## src/rtl/life_engine_if.sv

```systemverilog
`default_nettype none
// ============================================================================
//  Module      : life_engine_if
//  Description : Control, rule and display-read bundle for life_engine.
//                The master side issues requests and reads cells; the
//                slave side is the engine.
//  Revision    : 1.0  initial release
// ============================================================================
interface life_engine_if #(
  parameter int LOG_W = 5,
  parameter int LOG_H = 4
);
  logic                   step_req;
  logic                   seed_req;
  logic [8:0]             birth_mask;
  logic [8:0]             survive_mask;
  logic                   wrap_en;
  logic                   frame_sync;
  logic [LOG_W-1:0]       rd_x;
  logic [LOG_H-1:0]       rd_y;
  logic                   rd_cell;
  logic                   busy;
  logic                   done;
  logic [15:0]            generation;
  logic [LOG_W+LOG_H:0]   pop_count;

  modport master (
    output step_req, seed_req, birth_mask, survive_mask, wrap_en, frame_sync,
    output rd_x, rd_y,
    input  rd_cell, busy, done, generation, pop_count
  );

  modport slave (
    input  step_req, seed_req, birth_mask, survive_mask, wrap_en, frame_sync,
    input  rd_x, rd_y,
    output rd_cell, busy, done, generation, pop_count
  );
endinterface
`default_nettype wire

```

## src/rtl/life_engine.sv

```systemverilog
`default_nettype none
// ============================================================================
//  Module      : life_engine
//  Description : Double-buffered Game-of-Life core. The display reads the
//                front bank combinationally while the next generation is
//                built in the back bank; banks swap only inside frame_sync.
//                Birth/survive masks and edge mode are runtime inputs.
//                Optional macro LIFE_POPCOUNT_EN adds the live-cell counter.
//  Revision    : 1.0  initial release
// ============================================================================
module life_engine #(
  parameter int          LOG_W     = 5,
  parameter int          LOG_H     = 4,
  parameter logic [15:0] LFSR_SEED = 16'hACE1
) (
  input wire            clk,
  input wire            rst_n,
  life_engine_if.slave  bus
);
  localparam int IW = LOG_W + LOG_H;
  localparam int N  = 1 << IW;

  typedef enum logic [1:0] {
    SEED      = 2'd0,
    IDLE      = 2'd1,
    STEP      = 2'd2,
    WAIT_SYNC = 2'd3
  } state_t;

  state_t          state_q, state_d;
  logic            front_q, front_d;
  logic [IW-1:0]   idx_q, idx_d;
  logic [3:0]      phase_q, phase_d;
  logic [3:0]      cnt_q, cnt_d;
  logic [15:0]     lfsr_q, lfsr_d;
  logic [15:0]     gen_q, gen_d;
  logic            seed_flag_q, seed_flag_d;
  logic            done_q, done_d;
  logic            wrap_q, wrap_d;
  logic [8:0]      birth_q, birth_d;
  logic [8:0]      survive_q, survive_d;

  // Bank storage has no reset; a reseed always follows reset.
  logic [N-1:0]    bank0_q, bank1_q;

  logic [N-1:0]    front_bits;
  logic            wr_en, wr_data, swap, start;
  logic [1:0]      dx, dy;
  logic [LOG_W:0]  nx;
  logic [LOG_H:0]  ny;
  logic            nbr_bit, new_cell;

  assign front_bits  = front_q ? bank1_q : bank0_q;
  assign bus.rd_cell = front_bits[{bus.rd_y, bus.rd_x}];
  assign bus.busy    = (state_q != IDLE);
  assign bus.done    = done_q;
  assign bus.generation = gen_q;

  // Neighbour offset for the current accumulate phase (2'b11 = -1).
  always_comb begin
    dx = 2'b00;
    dy = 2'b00;
    case (phase_q[2:0])
      3'd0: begin dx = 2'b11; dy = 2'b01; end
      3'd1: begin dx = 2'b00; dy = 2'b01; end
      3'd2: begin dx = 2'b01; dy = 2'b01; end
      3'd3: begin dx = 2'b11; dy = 2'b00; end
      3'd4: begin dx = 2'b01; dy = 2'b00; end
      3'd5: begin dx = 2'b11; dy = 2'b11; end
      3'd6: begin dx = 2'b00; dy = 2'b11; end
      default: begin dx = 2'b01; dy = 2'b11; end
    endcase
  end

  // One guard bit catches both underflow (all ones) and overflow (== size);
  // wrap mode simply drops it.
  assign nx = {1'b0, idx_q[LOG_W-1:0]} + {{(LOG_W-1){dx[1]}}, dx};
  assign ny = {1'b0, idx_q[IW-1:LOG_W]} + {{(LOG_H-1){dy[1]}}, dy};
  assign nbr_bit  = (wrap_q | ~(nx[LOG_W] | ny[LOG_H])) &
                    front_bits[{ny[LOG_H-1:0], nx[LOG_W-1:0]}];
  assign new_cell = front_bits[idx_q] ? survive_q[cnt_q] : birth_q[cnt_q];

  // Next-state, write-port and swap decisions.
  always_comb begin
    state_d     = state_q;
    front_d     = front_q;
    idx_d       = idx_q;
    phase_d     = phase_q;
    cnt_d       = cnt_q;
    lfsr_d      = {lfsr_q[14:0], lfsr_q[15] ^ lfsr_q[13] ^ lfsr_q[12] ^ lfsr_q[10]};
    gen_d       = gen_q;
    seed_flag_d = seed_flag_q;
    done_d      = 1'b0;
    wrap_d      = wrap_q;
    birth_d     = birth_q;
    survive_d   = survive_q;
    wr_en       = 1'b0;
    wr_data     = 1'b0;
    swap        = 1'b0;
    start       = 1'b0;
    case (state_q)
      SEED: begin
        wr_en   = 1'b1;
        wr_data = lfsr_q[0];
        idx_d   = idx_q + 1'b1;
        if (idx_q == '1) begin
          state_d = WAIT_SYNC;
          swap    = bus.frame_sync;
        end
      end
      IDLE: begin
        if (bus.seed_req) begin
          start       = 1'b1;
          state_d     = SEED;
          idx_d       = '0;
          seed_flag_d = 1'b1;
        end else if (bus.step_req) begin
          start       = 1'b1;
          state_d     = STEP;
          idx_d       = '0;
          phase_d     = 4'd0;
          cnt_d       = 4'd0;
          seed_flag_d = 1'b0;
          wrap_d      = bus.wrap_en;
          birth_d     = bus.birth_mask;
          survive_d   = bus.survive_mask;
        end
      end
      STEP: begin
        if (phase_q == 4'd8) begin
          wr_en   = 1'b1;
          wr_data = new_cell;
          cnt_d   = 4'd0;
          phase_d = 4'd0;
          idx_d   = idx_q + 1'b1;
          if (idx_q == '1) begin
            state_d = WAIT_SYNC;
            swap    = bus.frame_sync;
          end
        end else begin
          cnt_d   = cnt_q + {3'b000, nbr_bit};
          phase_d = phase_q + 4'd1;
        end
      end
      WAIT_SYNC: begin
        swap = bus.frame_sync;
      end
    endcase
    if (swap) begin
      front_d = ~front_q;
      state_d = IDLE;
      done_d  = 1'b1;
      gen_d   = seed_flag_q ? 16'd0 : gen_q + 16'd1;
    end
  end

  // Control state registers.
  always_ff @(posedge clk or negedge rst_n) begin
    if (!rst_n) begin
      state_q     <= SEED;
      front_q     <= 1'b0;
      idx_q       <= '0;
      phase_q     <= 4'd0;
      cnt_q       <= 4'd0;
      lfsr_q      <= LFSR_SEED;
      gen_q       <= 16'd0;
      seed_flag_q <= 1'b1;
      done_q      <= 1'b0;
      wrap_q      <= 1'b0;
      birth_q     <= 9'd0;
      survive_q   <= 9'd0;
    end else begin
      state_q     <= state_d;
      front_q     <= front_d;
      idx_q       <= idx_d;
      phase_q     <= phase_d;
      cnt_q       <= cnt_d;
      lfsr_q      <= lfsr_d;
      gen_q       <= gen_d;
      seed_flag_q <= seed_flag_d;
      done_q      <= done_d;
      wrap_q      <= wrap_d;
      birth_q     <= birth_d;
      survive_q   <= survive_d;
    end
  end

  // Engine writes always target the back bank.
  always_ff @(posedge clk) begin
    if (wr_en) begin
      if (front_q) bank0_q[idx_q] <= wr_data;
      else         bank1_q[idx_q] <= wr_data;
    end
  end

`ifdef LIFE_POPCOUNT_EN
  logic [IW:0] acc_q, acc_d, pop_q, pop_d;

  // Count cells as they are written; publish the total with the swap.
  always_comb begin
    acc_d = acc_q;
    if (start)      acc_d = '0;
    else if (wr_en) acc_d = acc_q + (IW+1)'(wr_data);
    pop_d = swap ? acc_d : pop_q;
  end

  // Population counter registers.
  always_ff @(posedge clk or negedge rst_n) begin
    if (!rst_n) begin
      acc_q <= '0;
      pop_q <= '0;
    end else begin
      acc_q <= acc_d;
      pop_q <= pop_d;
    end
  end

  assign bus.pop_count = pop_q;
`else
  assign bus.pop_count = '0;
`endif
endmodule
`default_nettype wire

```

## src/flat_wrapper.sv

```systemverilog
// flat-port wrapper written by rule: the top's interface ports become plain ports
module life_engine_flat 
#(
  parameter int          LOG_W     = 5,
  parameter int          LOG_H     = 4,
  parameter logic [15:0] LFSR_SEED = 16'hACE1
)
  (clk, rst_n, bus_step_req, bus_seed_req, bus_birth_mask, bus_survive_mask, bus_wrap_en, bus_frame_sync, bus_rd_x, bus_rd_y, bus_rd_cell, bus_busy, bus_done, bus_generation, bus_pop_count);
  life_engine_if #(.LOG_W(LOG_W), .LOG_H(LOG_H)) bus_i ();
  input wire clk;
  input wire rst_n;
  input wire logic [$bits(bus_i.step_req)-1:0] bus_step_req;
  input wire logic [$bits(bus_i.seed_req)-1:0] bus_seed_req;
  input wire logic [$bits(bus_i.birth_mask)-1:0] bus_birth_mask;
  input wire logic [$bits(bus_i.survive_mask)-1:0] bus_survive_mask;
  input wire logic [$bits(bus_i.wrap_en)-1:0] bus_wrap_en;
  input wire logic [$bits(bus_i.frame_sync)-1:0] bus_frame_sync;
  input wire logic [$bits(bus_i.rd_x)-1:0] bus_rd_x;
  input wire logic [$bits(bus_i.rd_y)-1:0] bus_rd_y;
  output wire logic [$bits(bus_i.rd_cell)-1:0] bus_rd_cell;
  output wire logic [$bits(bus_i.busy)-1:0] bus_busy;
  output wire logic [$bits(bus_i.done)-1:0] bus_done;
  output wire logic [$bits(bus_i.generation)-1:0] bus_generation;
  output wire logic [$bits(bus_i.pop_count)-1:0] bus_pop_count;
  assign bus_i.step_req = bus_step_req;
  assign bus_i.seed_req = bus_seed_req;
  assign bus_i.birth_mask = bus_birth_mask;
  assign bus_i.survive_mask = bus_survive_mask;
  assign bus_i.wrap_en = bus_wrap_en;
  assign bus_i.frame_sync = bus_frame_sync;
  assign bus_i.rd_x = bus_rd_x;
  assign bus_i.rd_y = bus_rd_y;
  assign bus_rd_cell = bus_i.rd_cell;
  assign bus_busy = bus_i.busy;
  assign bus_done = bus_i.done;
  assign bus_generation = bus_i.generation;
  assign bus_pop_count = bus_i.pop_count;
  life_engine #(.LOG_W(LOG_W), .LOG_H(LOG_H), .LFSR_SEED(LFSR_SEED)) u_core (.clk(clk), .rst_n(rst_n), .bus(bus_i));
endmodule
```

## config.mk

```make
export PLATFORM = sky130hd
export DESIGN_NAME = life_engine_flat
export DESIGN_NICKNAME = d
export VERILOG_FILES = /design/src/rtl/life_engine_if.sv /design/src/rtl/life_engine.sv /design/src/flat_wrapper.sv
export SDC_FILE = /design/constraint.sdc
export NUM_CORES = 2
export LEC_CHECK = 0
export CORE_ASPECT_RATIO = 1.25
export CORE_UTILIZATION = 30
export DETAILED_ROUTE_END_ITERATION = 10
export SYNTH_ARGS = -nofsm -noshare
export SYNTH_HDL_FRONTEND = slang
export SYNTH_SLANG_ARGS = --single-unit
```

## constraint.sdc

```tcl
create_clock -name clk -period 27.1 [get_ports clk]
set_input_delay 5.42 -clock clk [delete_from_list [all_inputs] [get_ports clk]]
set_output_delay 5.42 -clock clk [all_outputs]
set_load 0.01 [all_outputs]
```

==> results.md <==
- Worst reg-to-reg setup slack: 16290 ps
- GRT met1 Usage: 25.2%
- Worst-Margin Slew: 1650 ps
- All-Layer GR Usage: 21.0%
- FFs w/ async S/R, synth: 6.65%
- Post-synth EDFFs: 1024
- Failing checks: capacitance limit, slew limit
- Synth top area cells: edfxtp_1, mux4_2, nor2_1
- IO buf count: 51
- Global route overflow: 0
- Largest net degree at the start of global routing: 278
- Clock network power share: 18.9%
- Highest clock rate: 62.0 MHz
- 1st-iter DRT viols: 6710
- Critical Path Start Type: input pin
- Sequential cell fraction of total power: 24.0%
- Clk buf depth: 3
- RSZ-0062 raised after global routing: false
- Logic pwr share: 57.1%
- Internal power: 4.63 mW
- Final setup vio count: 0
- CTS tree: built
- Critical path required time: 21680 ps
- Sequential share of the synthesized area: 50.7%
- Critical path startpoint: bus_rd_x[0]
- Skew final: 30.7 ps
- Vias post-DR: 44800
- # IOs: 62
- #FFs+latches synth: 1097
- Arrival @ worst endpoint: 10700 ps
- Share of cells above drive strength 1: 28.5%
- Post CTS Setup Buffer Count: 0
- Pre-Repair DR Iteration Count: 5
- Hold Path Origin: u_core.lfsr_q[8]
- Peak VDD IR: 286 uV
- Vias per cell: 6.24
- First-pass GRT wire length: 327000 um
- Most frequent cell after synthesis: nor2_1
- Final Hold Fails: 0
- Worst-Skew Late Latency: 750 ps
- Clock Sinks: 1097
- # DRC: 0
- Class of the worst hold path: reg2reg
- Area leader, netlist: edfxtp_1
- Max-cap violations: 2
- LEAKAGE: 20.0 nW
- Yosys warnings: 0
- Crit end category: output port
- Layout Nets: 4373
- GPL Wtd Cong: 0.932
- HPWL after detailed placement: 136000 um
- Core Rows: 189
- Outcome: finished, violations left
- Post-synth top cells: nor2_1, edfxtp_1, mux4_2
- Distinct cells, synth: 69
- Tcrit/Tclk final: 59.5%
- Power Dens Cells: 116 nW/um^2
- Met2 GRT Util: 33.2%
- Met3 usage: 5.28%
- Die Ht: 520 um
- Hold_buf cts: 0
- Syn Area/Cell: 14.3 sq um
- CTS Buf Count: 110
- Final Slew Violations: 2
- Antenna violations before repair: 10
- Post-CTS sizing: 0
- Prevailing post-synth register cell: edfxtp_1
- H-tree depth: 3
- Worst setup path category: in2out
- Initial Util: 30.2%
- Final WL: 232000 um
- Busiest grt layer: met2
- Maximum fanout along the worst path: 102
- Top cell type's share of synthesized area: 47.8%
- Hold Slack: 348 ps
- CORE AREA: 213000 sq um
- Antenna Violating Nets Remaining: 0
- Die W: 416 um
- Fin Setup TNS: 0 ps
- Layout overhead on the synthesized area: 10.7%
- Root Buffer: clkbuf_16
- Tmin final: 16120 ps
- Clk pin slew, worst setup/hold paths: 60 ps
- FF-to-FF Start: u_core.front_q
- Mapped Area: 64300 sq um
- DIE AREA: 216000 sq um
- Psw: 3.65 mW
- Slew Limit Headroom: -10.7%
- Vias in the first global route: 43300
- Wirelength per Cell: 32.2 um
- Synth Instances: 4491
- Net Sw Frac: 44.1%
-- logic make-up (layout without fill, tap and decap cells) --
kind of cell / after synthesis / count (layout) / synth area share, %
muxes: 974 / 974 / 31.4
other: 1 / 23 / 0.00583
adders and majority gates: 24 / 24 / 0.491
buffers and inverters: 509 / 417 / 3.65
and+or+nand+nor: 1517 / 1517 / 9.57
xor gates and xnor gates: 28 / 28 / 0.382
AOI/OAI and AO/OA: 341 / 341 / 3.75
DFF: 1097 / 1097 / 50.7
-- routing by layer --
metal  part of all wire (%)  up-vias
li1                       -    17400
met1                     33    23300
met2                     47     3407
met3                     12      819
met4                    7.7        8
met5                  0.022        -
-- power by group through the flow --
| stage | clock network (mW) | logic [mW] | registers, mW |
|---|---|---|---|
| 6_report | 1.56 | 4.73 | 1.99 |
| 5_1_grt | 1.63 | 4.84 | 1.99 |
| 4_1_cts | 1.57 | 4.62 | 1.99 |
| 3_5_place_dp | 0 | 4.61 | 2.02 |
| 3_3_place_gp | 0 | 4.58 | 2.02 |
| 2_1_floorplan | 0 | 3.08 | 2.01 |
-- worst paths after layout --
kind | end | cells past startpoint
worst min register to register | u_core.lfsr_q[9] | 0
max in group asynchronous | u_core.idx_q[1] | 1
worst max-delay path | bus_rd_cell | 13
worst min-delay path | u_core.lfsr_q[9] | 0
min in group asynchronous | u_core.survive_q[1] | 1
worst max register to register | u_core.bank0_q[39] | 15
-- state kept, by name (all words and copies together) (netlist names) --
name                   cells
u_core.bank0_q           512
u_core.idx_q               9
u_core.bus.done            1
u_core.lfsr_q             16
u_core.cnt_q               4
u_core.survive_q           9
u_core.bank1_q           512
u_core.phase_q             4
u_core.bus.generation     16
u_core.wrap_q              1
u_core.seed_flag_q         1
u_core.front_q             1
u_core.state_q             2
u_core.birth_q             9
-- cells in the final DEF (no fill, tap or decap), drive strengths merged, types with 63 or more instances in the layout --
| cell type | synthesis | final |
|---|---|---|
| buf | 157 | 149 |
| a21oi | 63 | 63 |
| nand3 | 71 | 71 |
| clkbuf | 335 | 130 |
| nand2 | 204 | 204 |
| mux4 | 833 | 833 |
| dfrtp | 64 | 64 |
| edfxtp | 1024 | 1024 |
| mux2i | 109 | 109 |
| a22oi | 81 | 81 |
| nor2 | 1098 | 1098 |
-- critical path: stages --
cell             delay (ps)
buf_8                   540
buf_12                  520
buf_4                   800
mux4_2                  420
mux4_2                  510
a22o_1                  240
a221oi_1                580
o22ai_1                 180
nor3_1                  220
nor2_1                   70
a211oi_1                270
nor2_1                  150
clkdlybuf4s50_1         510
-- layout make-up --
type	count	area (sq um)
sequential	1097	32600
antenna	13	32.5
inverter	17	63.8
timing repair buffer	196	1680
tap	2769	3460
fill	20400	141000
clock inverter	74	676
clock buffer	130	2890
multi-input combinational	2894	29700
-- metrics by stage --
stage	cells	utilization (%)	power [mW]	setup slack (ps)	cell area, sq um
after floorplan	4500	-	5.09	8330	64300
after global placement	6973	31.8	6.60	11060	67500
after detailed placement	6973	31.8	6.63	10940	67500
after CTS	7177	33.4	8.18	10940	71100
after global routing	7179	33.4	8.46	10860	71100
final	7190	33.5	8.28	10980	71100
(Power assumes the default switching activity.)
